File: src/rtl/egg_timer_pkg.sv
// Shared types and constants for the egg timer preset block: FSM encoding, BCD digit widths and
// limits, and the mod-60 BCD increment used by both the minutes and seconds fields.
package egg_timer_pkg;

  typedef enum logic [1:0] {
    StIdle,
    StSet,
    StHandoff,
    StRunning
  } state_e;

  localparam int unsigned TENS_W = 3;
  localparam int unsigned ONES_W = 4;

  localparam logic [ONES_W-1:0] ONES_MAX = 4'd9;
  localparam logic [TENS_W-1:0] TENS_MAX = 3'd5;

  // One mod-60 BCD step on a {tens, ones} pair; 59 wraps to 00.
  function automatic logic [TENS_W+ONES_W-1:0] bcd_inc(input logic [TENS_W-1:0] tens,
                                                       input logic [ONES_W-1:0] ones);
    logic [TENS_W+ONES_W-1:0] res;
    if (ones != ONES_MAX) begin
      res = {tens, ones + 4'd1};
    end else if (tens != TENS_MAX) begin
      res = {tens + 3'd1, 4'd0};
    end else begin
      res = '0;
    end
    return res;
  endfunction

endpackage

File: src/rtl/button_conditioner.sv
// Turns a debounced button level into one-cycle increment pulses: on the rising edge and, when
// AUTO_REPEAT_EN is defined, periodically while the button stays held in set mode.
module button_conditioner #(
  parameter int unsigned REPEAT_DELAY  = 50_000_000,
  parameter int unsigned REPEAT_PERIOD = 12_500_000
) (
  input  logic clk,
  input  logic reset,
  input  logic enable,
  input  logic active,
  input  logic btn,
  output logic inc_pulse
);

  logic prev_q;

  // Tracks the button even while disabled, so edges during disable are dropped.
  always_ff @(posedge clk or negedge reset) begin
    if (!reset) begin
      prev_q <= 1'b0;
    end else begin
      prev_q <= btn;
    end
  end

`ifdef AUTO_REPEAT_EN
  localparam int unsigned CntW = $clog2(REPEAT_DELAY + 1);
  localparam logic [CntW-1:0] DelayCnt = CntW'(REPEAT_DELAY);
  // Re-entry value so the next match lands REPEAT_PERIOD cycles later.
  localparam logic [CntW-1:0] RearmCnt = CntW'(REPEAT_DELAY - REPEAT_PERIOD + 1);

  logic [CntW-1:0] cnt_q, cnt_d;

  always_comb begin
    cnt_d = cnt_q;
    if (enable) begin
      if (!(active && btn)) begin
        cnt_d = '0;
      end else if (cnt_q == DelayCnt) begin
        cnt_d = RearmCnt;
      end else begin
        cnt_d = cnt_q + 1'b1;
      end
    end
  end

  always_ff @(posedge clk or negedge reset) begin
    if (!reset) begin
      cnt_q <= '0;
    end else begin
      cnt_q <= cnt_d;
    end
  end

  assign inc_pulse = (btn & ~prev_q) | (active & btn & (cnt_q == DelayCnt));
`else
  logic unused_inputs;
  assign unused_inputs = ^{active, enable, REPEAT_DELAY, REPEAT_PERIOD};
  assign inc_pulse = btn & ~prev_q;
`endif

endmodule

File: src/rtl/egg_timer_set_counter.sv
// Egg timer mm:ss preset entry: buttons increment a BCD preset in set mode, start hands it to the
// countdown over valid/ready, then the block locks until done. Optional: AUTO_REPEAT_EN.
module egg_timer_set_counter
  import egg_timer_pkg::*;
#(
  parameter int unsigned REPEAT_DELAY  = 50_000_000,
  parameter int unsigned REPEAT_PERIOD = 12_500_000
) (
  input  logic       clk,
  input  logic       reset,
  input  logic       enable,
  input  logic       cook_time,
  input  logic       minutes,
  input  logic       seconds,
  input  logic       start,
  input  logic       load_ready,
  input  logic       done,
  output logic       load_valid,
  output logic [2:0] m_tens_Up,
  output logic [3:0] m_ones_Up,
  output logic [2:0] s_tens_Up,
  output logic [3:0] s_ones_Up,
  output logic       busy
);

  state_e state_q, state_d;
  logic [TENS_W-1:0] m_tens_q, m_tens_d, s_tens_q, s_tens_d;
  logic [ONES_W-1:0] m_ones_q, m_ones_d, s_ones_q, s_ones_d;
  logic start_q;
  logic start_rise, inc_m, inc_s, in_set, preset_zero;

  assign in_set      = (state_q == StSet);
  assign start_rise  = start & ~start_q;
  assign preset_zero = ({m_tens_q, m_ones_q, s_tens_q, s_ones_q} == '0);

  button_conditioner #(
    .REPEAT_DELAY (REPEAT_DELAY),
    .REPEAT_PERIOD(REPEAT_PERIOD)
  ) u_min_btn (
    .clk      (clk),
    .reset    (reset),
    .enable   (enable),
    .active   (in_set),
    .btn      (minutes),
    .inc_pulse(inc_m)
  );

  button_conditioner #(
    .REPEAT_DELAY (REPEAT_DELAY),
    .REPEAT_PERIOD(REPEAT_PERIOD)
  ) u_sec_btn (
    .clk      (clk),
    .reset    (reset),
    .enable   (enable),
    .active   (in_set),
    .btn      (seconds),
    .inc_pulse(inc_s)
  );

  always_ff @(posedge clk or negedge reset) begin
    if (!reset) begin
      state_q  <= StIdle;
      start_q  <= 1'b0;
      m_tens_q <= '0;
      m_ones_q <= '0;
      s_tens_q <= '0;
      s_ones_q <= '0;
    end else begin
      state_q  <= state_d;
      start_q  <= start;
      m_tens_q <= m_tens_d;
      m_ones_q <= m_ones_d;
      s_tens_q <= s_tens_d;
      s_ones_q <= s_ones_d;
    end
  end

  always_comb begin
    state_d = state_q;
    if (enable) begin
      unique case (state_q)
        StIdle:    if (cook_time) state_d = StSet;
        StSet: begin
          if (!cook_time) begin
            state_d = StIdle;
          end else if (start_rise && !preset_zero) begin
            state_d = StHandoff;
          end
        end
        StHandoff: if (load_ready) state_d = StRunning;
        StRunning: if (done) state_d = StIdle;
        default:   state_d = StIdle;
      endcase
    end
  end

  always_comb begin
    {m_tens_d, m_ones_d} = {m_tens_q, m_ones_q};
    {s_tens_d, s_ones_d} = {s_tens_q, s_ones_q};
    if (enable && in_set) begin
      if (inc_m) {m_tens_d, m_ones_d} = bcd_inc(m_tens_q, m_ones_q);
      if (inc_s) {s_tens_d, s_ones_d} = bcd_inc(s_tens_q, s_ones_q);
    end else if (enable && (state_q == StRunning) && done) begin
      {m_tens_d, m_ones_d, s_tens_d, s_ones_d} = '0;
    end
  end

  // Decoded straight from the state register so reset drops load_valid asynchronously.
  always_comb begin
    load_valid = (state_q == StHandoff);
    busy       = (state_q == StHandoff) || (state_q == StRunning);
    m_tens_Up  = m_tens_q;
    m_ones_Up  = m_ones_q;
    s_tens_Up  = s_tens_q;
    s_ones_Up  = s_ones_q;
  end

endmodule
File: config.mk
export PLATFORM = sky130hd
export DESIGN_NAME = egg_timer_set_counter
export DESIGN_NICKNAME = d
export VERILOG_FILES = /design/src/rtl/egg_timer_pkg.sv /design/src/rtl/button_conditioner.sv /design/src/rtl/egg_timer_set_counter.sv
export SDC_FILE = /design/constraint.sdc
export NUM_CORES = 1
export LEC_CHECK = 0
export BUFFER_PORTS_ARGS = -buffer_cell sky130_fd_sc_hd__buf_4
export CAP_MARGIN = 25
export CORE_AREA = 2 2 49 51
export CTS_CLUSTER_SIZE = 8
export DETAILED_ROUTE_END_ITERATION = 16
export DIE_AREA = 0 0 51 53
export PLACE_DENSITY = 0.73
export SLEW_MARGIN = 20
export SYNTH_ARGS = -nofsm -noshare
export SYNTH_HDL_FRONTEND = slang
export SYNTH_SLANG_ARGS = --single-unit
File: constraint.sdc
create_clock -name clk -period 2.45 [get_ports clk]
set_clock_uncertainty 0.05 [all_clocks]
set_input_delay 0.3675 -clock clk [delete_from_list [all_inputs] [get_ports clk]]
set_output_delay 0.3675 -clock clk [all_outputs]
set_load 0.02 [all_outputs]
Word-level counts from Yosys, hierarchy flattened
Index checks and enable logic that the tools add are counted.
{ "op_classes": {"n_addsub": 4, "eq_ne": 15, "n_mux": 20, "bitwise": 6, "reduce_logical": 14} }
{ "op_table": {"columns": ["cell", "count"], "rows": [
  ["7-bit two-way mux", 4],
  ["4-bit two-way mux", 5],
  ["3-bit two-way mux", 5],
  ["14-bit logical NOT", 1],
  ["2-bit inequality test, second input constant", 7],
  ["2-bit two-way mux", 5],
  ["4-bit by 1-bit adder with 4-bit output, second input constant", 2],
  ["4-bit inequality test, second input constant", 2],
  ["2-bit one-hot mux with 4 select lines", 1],
  ["3-bit by 1-bit adder with 3-bit output, second input constant", 2],
  ["3-bit inequality test, second input constant", 2],
  ["3-bit AND reduction", 2],
  ["5-bit AND reduction", 1],
  ["2-bit == test, second input constant", 2],
  ["1-bit logical AND", 4],
  ["2-bit AND reduction", 2],
  ["1-bit bitwise AND", 3],
  ["3-bit by 2-bit inequality test with 1-bit output, second input constant", 1],
  ["1-bit NOT", 3],
  ["2-bit by 1-bit == test with 1-bit output, second input constant", 1],
  ["2-bit logical NOT", 1],
  ["2-bit nonzero test", 1],
  ["1-bit logical NOT", 1],
  ["1-bit logical OR", 1]
]} }
{ "totals": {"regBits": 19, "in_bits": 9} }

Longest topological paths before layout
Gate-level depths: netlist (run 1).
{ "logic_depth": {"ltp_word": 6, "mapped_depth": 6, "ltp_nobuf": 6} }

By module
A second synthesis (run 1) with hierarchy kept.
{ "unflattened": {"cells_unflattened": 110, "hier_area_um2": 1106.1} }
{ "modules_own_cells": {"columns": ["module", "instances", "cells_per_inst", "area_each_um2"], "rows": [
  ["egg_timer_set_counter", 1, 106, 1028.5],
  ["button_conditioner", 2, 2, 38.8]
]} }

Worst setup path before layout (run 1)
Ideal clock, no wire load.
{ "synth_timing": {"path_kind": "register to register", "from": "register m_ones_q[0] (netlist: m_ones_Up[0])", "to": "register m_tens_q[2] (netlist: m_tens_Up[2])", "arrival_time_ns": 1.719, "required_ns": 2.322, "setup_slack_ns": 0.603, "path_stages_with_launch": 6, "path_cell_list": "dfrtp_1 ha_1 nand3b_1 o21a_1 or4b_1 a21oi_1"} }
{ "synth_between": {"elab_chain_len": 3} }
{ "synth_lines": {"columns": ["element", "line_no", "rtl"], "rows": [
  ["start: declaration", "egg_timer_set_counter.sv:28", "logic [ONES_W-1:0] m_ones_q, m_ones_d, s_ones_q, s_ones_d;"],
  ["start signal: assignment", "egg_timer_set_counter.sv:72", "m_ones_q <= m_ones_d;"],
  ["4-bit inequality test", "egg_timer_pkg.sv:22", "if (ones != ONES_MAX) begin"],
  ["2-bit inequality test (no source line)", null, null],
  ["3-bit AND reduction (no source line)", null, null],
  ["end signal: assignment", "egg_timer_set_counter.sv:71", "m_tens_q <= m_tens_d;"],
  ["end: declaration", "egg_timer_set_counter.sv:27", "logic [TENS_W-1:0] m_tens_q, m_tens_d, s_tens_q, s_tens_d;"]
]} }
Every way passes these cells.
A chain may end at the register's enable or synchronous reset.

Worst setup path in the final report (run 1)
{ "layout_timing": {"from": "register m_ones_q[1] (netlist: m_ones_Up[1])", "to": "register m_tens_q[2] (netlist: m_tens_Up[2])"} }
The elaborated chain is that of the path after synthesis.

==> results.py, run 1 <==
metrics = {
    "cts": {
        "clkSlewWorstSetupHoldPaths_ns": 0.10,
        "numClockSinks": 19,
        "insertion_delay_ns": 0.29,
        "cts_made_buffers": 3,
        "ctsRootBufferMaster": "clkbuf_4",
        "cts_tree": "done",
        "htreeDepth": 1,
        "clockBufferDepth": 2,
        "cts_setup_buffers": 0,
    },
    "worst_setup_path": {
        "cp_data_arrival_time_ns": 2.06,
        "crit_chain": "inv_1 -> ha_1 -> nand3b_1 -> o21a_1 -> or4b_1 -> a21oi_1",
        "cp-start-kind": "flip-flop",
        "criticalPathCategory": "flip-flop to flip-flop",
        "r2r-start": "m_ones_Up[1]$_DFFE_PN0P_",
        "max_stage_delay_ns": 0.50,
        "worst-path-max-fanout": 5,
        "cp.required_ns": 2.63,
        "cp_num_buf_inv": 1,
        "rrSetupSlack_ns": 0.57,
        "end_kind": "flip-flop",
        "startpoint": "m_ones_Up[1]$_DFFE_PN0P_",
        "rr_endpoint": "m_tens_Up[2]$_DFFE_PN0P_",
        "critPathTopFamily": "simple AND/OR/NAND/NOR gates",
        "cp_slowest_cell": "or4b_1",
        "reg2reg_depth": 6,
    },
    "global_route": {
        "grt_max_degree": 20,
        "antenna_found_initial": 0,
        "grt_use_total": 0.188,
        "grt_overflow_total": 0,
        "grt_pass1_wl_um": 3810,
        "grt_pass1_vias": 872,
    },
    "die": {
        "start_util": 0.482,
        "die_w_um": 51,
        "die_area_um2": 2700,
        "die_h_um": 53,
        "rows": 17,
        "ioPinCount": 25,
        "coreArea_um2": 2150,
    },
    "synthesis": {
        "synth_ff_type": "dfrtp_1",
        "synth_cells": 108,
        "synth_top_area_cell": "dfrtp_1",
        "ys_warn_count": 0,
        "async_flop_share": 1.00,
        "syn_area_um2": 1040,
        "synth.avg_cell_area_um2": 9.59,
        "yosysSeqAreaShare": 0.459,
        "synth.top_cell.area_share": 0.459,
        "synth_edf_count": 0,
        "synth.net_count": 119,
        "synth_area_leaders": "dfrtp_1 (46%), o21ai_0 (4.8%), nand2_1 (3.3%), nor2b_1 (3.0%), nand3b_1 (2.9%)",
        "synth_seq_cells": 19,
        "synth.distinct_cells": 39,
    },
    "power": {
        "swShare": 0.407,
        "power_per_cell_area_nw_per_um2": 853,
        "seqPwrFrac": 0.462,
        "p_sw_uw": 440,
        "intPower_uw": 640,
        "combPwrFrac": 0.392,
        "ir_worst_vdd_v": 0.000512,
        "power_frac_clock": 0.145,
        "p_total_uw": 1080,
        "p_leak_uw": 0.000541,
    },
    "layout": {
        "fin_util": 0.589,
        "layout_commonest_cell": "buf_4",
        "mostFrequentLayoutCells": "buf_4 (24), dfrtp_1 (19), o21ai_0 (10)",
        "n_antenna_cell": 0,
        "multi_input_area_um2": 532,
        "final_nets": 144,
        "final.fill_count": 190,
        "drive_above_1_share": 0.235,
        "area_growth_pct": 22.2,
        "register_area_um2": 475,
    },
    "placed_design": {
        "hpwl_um": 1560,
        "routabilityCongestion": 0.870,
        "io_buffers": 24,
    },
    "sta": {
        "post-route-period-util": 0.769,
        "finalHoldViolCount": 0,
        "max_slew_margin": 0.638,
        "tightest_slew_ns": 0.536,
        "setup_tns_ns": 0,
        "finalSetupViolCount": 0,
        "rsz0062_at_grt": "false",
        "holdWs_ns": 0.132,
        "period_minus_slack_ns": 1.88,
        "fmax_mhz": 531,
        "slew_violations": 0,
    },
    "routing": {
        "drtAntennaViolNets": 0,
        "drt-total-wl_um": 2240,
        "dr.pass1.iters": 4,
        "routed_via_density": 5.91,
        "route.detailed.drc": 0,
        "drtIter0Drc": 32,
        "wl_per_cell_um": 14.0,
        "vias": 946,
    },
    "run_status": {
        "status": "completed",
    },
    "min_path": {
        "min_to": "u_sec_btn.prev_q$_DFF_PN0_",
        "worstHoldStart": "seconds",
        "hold_class": "primary input to flip-flop",
        "hold_depth": 1,
    },
    "job": {
        "max_cap_viol_count": 0,
    },
}
-- power groups by stage --
stage                     Combinational (uW)  Clock, uW  Sequential (uW)
final                                    424        157              499
after floorplan                          245          0              518
after detailed placement                 420          0              504
after global routing                     467        172              516
after global placement                   422          0              496
after CTS                                426        161              497
-- what timing repair did --
item	4_1_cts	5_1_grt
resized for setup	0	0
hold buffers	1	0
endpoints found under the hold margin	19	0
-- area by class of cell --
cell class | instances | share of cell area
Sequential cell | 19 | 0.375
Clock buffer | 4 | 0.0208
Inverter | 2 | 0.00593
Tap cell | 28 | 0.0277
Timing Repair Buffer | 25 | 0.150
Multi-Input combinational cell | 82 | 0.420
-- worst max-delay path by stage --
stage / end / slack (ns) / cells past startpoint
floorplan: m_tens_Up[2]$_DFFE_PN0P_ / 0.60 / 5
CTS: m_tens_Up[2]$_DFFE_PN0P_ / 0.57 / 6
global placement: m_tens_Up[2]$_DFFE_PN0P_ / 0.66 / 6
finish: m_tens_Up[2]$_DFFE_PN0P_ / 0.57 / 6
detailed placement: m_tens_Up[2]$_DFFE_PN0P_ / 0.60 / 6
global route: m_tens_Up[2]$_DFFE_PN0P_ / 0.39 / 6
-- worst reg2reg max path: cells and delay by family (launching register included) --
kind                     cells  cell delay, ns
AND/OR/NAND/NOR              2            0.67
flip-flops                   1            0.43
AO/OA/AOI/OAI                2            0.41
adder cells (fa/ha/maj)      1            0.17
buffers and inverters        1            0.09
-- cells by family after synthesis --
logic type	after synthesis	share of synthesized area
flops	19	0.459
xor+xnor	1	0.00846
compound gates	31	0.187
buf+inv	7	0.0278
simple gates	47	0.283
mux	1	0.0109
fa+ha+maj	2	0.0242
-- flip-flops by register name, summed over array words and instances, names as in the netlist, named ones only --
register / flops
m_ones_Up: 4
m_tens_Up: 3
s_ones_Up: 4
s_tens_Up: 3
start_q: 1
state_q: 1
u_min_btn.prev_q: 1
u_sec_btn.prev_q: 1
-- stage by stage --
stage / setup WS (ns) / cell area, um2 / instances
after detailed placement: 0.602 / 1230 / 155
after floorplan: 0.603 / 1040 / 108
after global placement: 0.664 / 1230 / 155
final: 0.567 / 1270 / 160
after CTS: 0.568 / 1270 / 160
after global routing: 0.394 / 1270 / 160
-- synthesized netlist by cell type, types with 2 or more instances --
| cell type | number |
|---|---|
| o211ai_1 | 2 |
| nand2_1 | 9 |
| nand3_1 | 3 |
| nor2_1 | 5 |
| nor2b_1 | 5 |
| nor4_1 | 4 |
| inv_1 | 2 |
| nand4_1 | 4 |
| nand2b_1 | 3 |
| o31ai_1 | 2 |
| nand3b_1 | 4 |
| a21oi_1 | 4 |
| ha_1 | 2 |
| o22ai_1 | 2 |
| buf_2 | 2 |
| o21ai_0 | 10 |
| clkbuf_1 | 3 |
| o21ai_1 | 3 |
| dfrtp_1 | 19 |
-- routing by layer --
metal	global-route usage	vias to the layer above	routed length, um
met2	0.288	33	965
met4	0.104	0	50
met5	0	-	0
met3	0.0367	7	120
met1	0.250	452	1110
li1	-	454	-
Power figures use the tool's default switching activity.
==> run 2, diff against run 1 <==
--- a/config.mk
+++ b/config.mk
@@ -7,11 +7,11 @@
 export LEC_CHECK = 0
 export BUFFER_PORTS_ARGS = -buffer_cell sky130_fd_sc_hd__buf_4
 export CAP_MARGIN = 25
-export CORE_AREA = 2 2 49 51
+export CORE_AREA = 2 2 51 53
 export CTS_CLUSTER_SIZE = 8
 export DETAILED_ROUTE_END_ITERATION = 16
-export DIE_AREA = 0 0 51 53
-export PLACE_DENSITY = 0.73
+export DIE_AREA = 0 0 53 55
+export PLACE_DENSITY = 0.7
 export SLEW_MARGIN = 20
 export SYNTH_ARGS = -nofsm -noshare
 export SYNTH_HDL_FRONTEND = slang
==> constraint.sdc (replaced) <==
create_clock -name clk -period 1.7 [get_ports clk]
set_clock_uncertainty 0.05 [all_clocks]
set_input_delay 0.255 -clock clk [delete_from_list [all_inputs] [get_ports clk]]
set_output_delay 0.255 -clock clk [all_outputs]
set_load 0.02 [all_outputs]
==> results.py, run 2 (synthesis gave the netlist of run 1 again) <==
metrics = {
    "worst_setup_path": {
        "worstSetupEndpoint": "m_tens_Up[2]$_DFFE_PN0P_",
        "startpoint": "m_ones_Up[1]$_DFFE_PN0P_",
        "r2r-start": "m_ones_Up[1]$_DFFE_PN0P_",
        "cp_num_buf_inv": 1,
        "crit_chain": "inv_2 -> ha_4 -> nand3b_1 -> o21a_1 -> or4b_1 -> a21oi_1",
        "cp-start-kind": "flip-flop",
        "cp_data_arrival_time_ns": 1.87,
        "cp_slowest_cell": "or4b_1",
        "reg2reg_depth": 6,
        "critPathTopFamily": "simple AND/OR/NAND/NOR gates",
        "cp.depth": 6,
        "cp.required_ns": 1.88,
        "end_kind": "flip-flop",
        "worst-path-max-fanout": 5,
        "rrSetupSlack_ns": 0.02,
        "max_stage_delay_ns": 0.48,
        "rr_endpoint": "m_tens_Up[2]$_DFFE_PN0P_",
        "criticalPathCategory": "flip-flop to flip-flop",
    },
    "cts": {
        "htreeDepth": 1,
        "cts_setup_buffers": 0,
        "clkSlewWorstSetupHoldPaths_ns": 0.12,
        "ctsRootBufferMaster": "clkbuf_4",
        "cts_made_buffers": 3,
        "insertion_delay_ns": 0.31,
        "clockBufferDepth": 2,
        "numClockSinks": 19,
        "cts_tree": "done",
    },
    "run_status": {
        "status": "completed",
    },
    "placed_design": {
        "io_buffers": 24,
        "routabilityCongestion": 0.855,
        "hpwl_um": 1900,
    },
    "routing": {
        "dr.pass1.iters": 5,
        "route.detailed.drc": 0,
        "routed_via_density": 5.69,
        "vias": 990,
        "drt-total-wl_um": 2640,
        "drtIter0Drc": 11,
        "drtAntennaViolNets": 0,
        "wl_per_cell_um": 15.1,
    },
    "layout": {
        "fin_util": 0.586,
        "layout_commonest_cell": "buf_4",
        "area_growth_pct": 33.8,
        "drive_above_1_share": 0.347,
        "final_nets": 156,
        "n_antenna_cell": 0,
        "mostFrequentLayoutCells": "buf_4 (35), dfrtp_1 (15), o21ai_0 (10)",
        "final.fill_count": 225,
    },
    "global_route": {
        "grt_use_total": 0.211,
        "antenna_found_initial": 0,
        "grt_max_degree": 20,
        "grt_overflow_total": 0,
        "grt_pass1_wl_um": 4330,
        "grt_pass1_vias": 936,
    },
    "power": {
        "ir_worst_vdd_v": 0.000876,
        "p_total_uw": 1720,
        "p_leak_uw": 0.000599,
        "power_per_cell_area_nw_per_um2": 1240,
    },
    "sta": {
        "tightest_slew_ns": 0.313,
        "finalHoldViolCount": 0,
        "fmax_mhz": 594,
        "setup_tns_ns": 0,
        "slew_violations": 0,
        "period_minus_slack_ns": 1.68,
        "max_slew_margin": 0.791,
        "rsz0062_at_grt": "true",
        "finalSetupViolCount": 0,
        "post-route-period-util": 0.991,
    },
    "die": {
        "die_area_um2": 2920,
        "ioPinCount": 25,
        "rows": 18,
        "start_util": 0.438,
        "die_h_um": 55,
        "die_w_um": 53,
        "coreArea_um2": 2360,
    },
    "job": {
        "max_cap_viol_count": 0,
    },
    "min_path": {
        "hold_class": "primary input to flip-flop",
    },
}
## run 2: power breakdown
group / switching (uW) / leakage (uW) / internal (uW)
logic: 431 / 0.000346 / 376
registers: 118 / 0.000236 / 555
clock network: 149 / 0.0000177 / 87.9
## run 2: per-stage QoR
| step | cell area [um2] | hold WS, ns | instances | worst slack [ns] |
|---|---|---|---|---|
| 3_3_place_gp | 1330 | 0.0934 | 168 | 0.103 |
| 2_1_floorplan | 1050 | -0.0906 | 108 | -0.0328 |
| 6_report | 1390 | 0.0132 | 174 | 0.0151 |
| 5_1_grt | 1390 | 0.00514 | 174 | -0.0551 |
| 3_5_place_dp | 1330 | 0.0949 | 168 | 0.0505 |
| 4_1_cts | 1380 | 0.00462 | 174 | 0.00808 |
## run 2: area by class of cell
| type | instances | area [um2] | share of cell area |
|---|---|---|---|
| clock inverters | 1 | 5.00 | 0.00361 |
| multi-input cells | 82 | 551 | 0.397 |
| inverters | 2 | 7.51 | 0.00542 |
| repair buffers | 37 | 283 | 0.204 |
| flip-flops and latches | 19 | 480 | 0.347 |
| well taps | 30 | 37.5 | 0.0271 |
| clock buffers | 3 | 22.5 | 0.0162 |
## run 2: worst min-delay path by stage
stage,endpoint,startpoint,cells after the start,slack [ns]
after floorplan,async pin,reset,0,-0.09
after global placement,state_q[0]$_DFFE_PN0P_,reset,1,0.09
after detailed placement,async pin,reset,1,0.09
after CTS,start_q$_DFF_PN0_,start,1,0.005
after global routing,start_q$_DFF_PN0_,start,1,0.005
final,start_q$_DFF_PN0_,start,1,0.01
## run 2: routing by layer
metal,GRT usage,vias up,wire (um)
met2,0.352,23,1390
met4,0.111,0,45
met1,0.260,484,1100
met3,0.0403,5,94
met5,0,-,0
li1,-,478,-
## run 2: timing repair
item	4_1_cts	5_1_grt
setup endpoints to repair	0	3
hold buffers	2	0
endpoints found under the hold margin	20	0
resized for setup	0	3
==> run 3, diff against run 2 <==
--- a/config.mk
+++ b/config.mk
@@ -5,13 +5,14 @@
 export SDC_FILE = /design/constraint.sdc
 export NUM_CORES = 1
 export LEC_CHECK = 0
+export ABC_AREA = 1
 export BUFFER_PORTS_ARGS = -buffer_cell sky130_fd_sc_hd__buf_4
 export CAP_MARGIN = 25
 export CORE_AREA = 2 2 51 53
 export CTS_CLUSTER_SIZE = 8
 export DETAILED_ROUTE_END_ITERATION = 16
 export DIE_AREA = 0 0 53 55
-export PLACE_DENSITY = 0.7
+export PLACE_DENSITY = 0.72
 export SLEW_MARGIN = 20
 export SYNTH_ARGS = -nofsm -noshare
 export SYNTH_HDL_FRONTEND = slang
==> results.py, run 3 <==
metrics = {
    "worst_setup_path": {
        "end_kind": "flip-flop",
        "cp_common_cell": "inv_1",
        "crit_chain": "inv_1 -> ha_1 -> nand3_1 -> inv_1 -> nor2_1 -> nor2_2 -> inv_1 -> nand2_1 -> nor2_1",
        "critPathTopFamily": "simple AND/OR/NAND/NOR gates",
        "cp.required_ns": 1.84,
        "worst-path-max-fanout": 5,
        "cp_num_buf_inv": 3,
        "criticalPathCategory": "flip-flop to flip-flop",
        "max_stage_delay_ns": 0.43,
        "cp-start-kind": "flip-flop",
        "cp_slowest_cell": "dfrtp_1",
        "cp_data_arrival_time_ns": 1.63,
    },
    "routing": {
        "dr_wl_met2_um": 1220,
        "top_layer": "met4",
        "routed_via_density": 5.00,
        "routed-wl-met3_um": 85,
        "dr.pass1.iters": 4,
        "wl_met1_um": 1070,
        "wl_per_cell_um": 11.7,
        "route.detailed.drc": 0,
        "vias": 1030,
        "drt-total-wl_um": 2400,
        "drtAntennaViolNets": 0,
        "drtIter0Drc": 15,
    },
    "sta": {
        "setup_tns_ns": 0,
        "post-route-period-util": 0.878,
        "holdWs_ns": 0.0177,
        "finalHoldViolCount": 0,
        "finalSetupViolCount": 0,
        "max_slew_margin": 0.808,
        "period_minus_slack_ns": 1.49,
        "slew_violations": 0,
        "rsz0062_at_grt": "false",
        "tightest_slew_ns": 0.286,
        "fmax_mhz": 670,
    },
    "synthesis": {
        "synth_area_leaders": "dfrtp_1 (45%), nand2_1 (10%), inv_1 (7.7%), nor2_1 (7.4%), nand3_1 (6.6%)",
        "synth.distinct_cells": 20,
        "synth_seq_cells": 19,
        "synth_edf_count": 0,
        "async_flop_share": 1.00,
        "synth.most_common_cell": "nand2_1",
        "synthTopCellsByCount": "nand2_1 (29), inv_1 (22), nor2_1 (21), dfrtp_1 (19), nand3_1 (14)",
        "ys_warn_count": 0,
        "synth.top_cell.area_share": 0.445,
        "synth.avg_cell_area_um2": 7.31,
        "synth_top_area_cell": "dfrtp_1",
        "synth.net_count": 157,
        "yosysSeqAreaShare": 0.445,
        "syn_area_um2": 1070,
        "synth_cells": 146,
        "synth_ff_type": "dfrtp_1",
    },
    "global_route": {
        "grt_pass1_vias": 1000,
        "grt_use_total": 0.190,
        "grt_max_degree": 20,
        "grt_pass1_wl_um": 4060,
        "grt_overflow_total": 0,
        "antenna_found_initial": 0,
    },
    "power": {
        "ir_worst_vdd_v": 0.000761,
        "p_leak_uw": 0.000683,
        "power_per_cell_area_nw_per_um2": 1660,
    },
    "layout": {
        "area_growth_pct": 25.7,
        "n_antenna_cell": 0,
        "multi_input_area_um2": 509,
        "register_area_um2": 475,
        "final_nets": 188,
        "layout_commonest_cell": "nand2_1",
        "drive_above_1_share": 0.216,
        "mostFrequentLayoutCells": "nand2_1 (29), buf_4 (26), inv_1 (22)",
        "design_area_um2": 1340,
        "final.fill_count": 230,
        "fin_util": 0.567,
    },
    "die": {
        "die_w_um": 53,
        "coreArea_um2": 2360,
        "ioPinCount": 25,
        "die_area_um2": 2920,
        "rows": 18,
        "die_h_um": 55,
        "start_util": 0.451,
    },
    "min_path": {
        "hold_class": "primary input to flip-flop",
    },
    "placed_design": {
        "io_buffers": 24,
        "hpwl_um": 1870,
        "placed_cell_area_um2": 1290,
        "routabilityCongestion": 0.815,
    },
    "cts": {
        "clkSlewWorstSetupHoldPaths_ns": 0.11,
        "cts_made_buffers": 3,
        "numClockSinks": 19,
        "insertion_delay_ns": 0.29,
        "htreeDepth": 1,
        "cts_tree": "done",
        "ctsRootBufferMaster": "clkbuf_4",
        "clockBufferDepth": 2,
    },
    "run_status": {
        "status": "completed",
    },
    "job": {
        "max_cap_viol_count": 0,
    },
}
-- run 3: repair_timing --
action / CTS / global route
buffers inserted: 0 / 1
hold buffers: 1 / 0
endpoints found under the hold margin: 19 / 0
setup endpoints to repair: 0 / 10
resized for setup: 0 / 2
-- run 3: power breakdown --
part | total (uW) | switching, uW | internal (uW)
Sequential | 844 | 228 | 616
Clock | 227 | 139 | 87.4
Combinational | 1150 | 683 | 467
Total | 2220 | 1050 | 1170
-- run 3: final cells by class --
type,instances,area share
clock buffers,3,0.0168
well taps,30,0.0280
flip-flops and latches,19,0.354
repair buffers,27,0.153
multi-input cells,103,0.380
inverters,23,0.0644
clock inverters,1,0.00373
-- run 3: routing by layer --
| metal | global-route usage | vias up |
|---|---|---|
| met3 | 0.0242 | 2 |
| met4 | 0.0513 | 0 |
| met1 | 0.227 | 476 |
| li1 | - | 532 |
| met5 | 0 | - |
| met2 | 0.358 | 20 |
-- run 3: final timing paths --
| check | start | endpoint | slack, ns | depth (start not counted) |
|---|---|---|---|---|
| max | m_ones_Up[1]$_DFFE_PN0P_ | m_ones_Up[3]$_DFFE_PN0P_ | 0.21 | 9 |
| min | seconds | u_sec_btn.prev_q$_DFF_PN0_ | 0.02 | 1 |
| max reg2reg | m_ones_Up[1]$_DFFE_PN0P_ | m_ones_Up[3]$_DFFE_PN0P_ | 0.21 | 9 |
| min reg2reg | s_ones_Up[0]$_DFFE_PN0P_ | s_ones_Up[0]$_DFFE_PN0P_ | 0.51 | 1 |
| max in group asynchronous | reset | u_min_btn.prev_q$_DFF_PN0_ | 1.09 | 2 |
| min in group asynchronous | reset | m_ones_Up[1]$_DFFE_PN0P_ | 0.31 | 2 |
-- run 3: cell families after synthesis --
kind of cell,share of synthesized area
and+or+nand+nor,0.342
buffers and inverters,0.0844
AOI/OAI and AO/OA,0.0961
DFF,0.445
adders and majority gates,0.0234
xor gates and xnor gates,0.00821
-- run 3: metrics by stage --
stage                     std cells  power [uW]  setup WS, ns
after detailed placement        200        1990         0.126
after floorplan                 146        1540         0.244
after global routing            206        2440       0.00539
after CTS                       205        2230         0.111
after global placement          200        1950         0.199
final                           206        2220         0.207
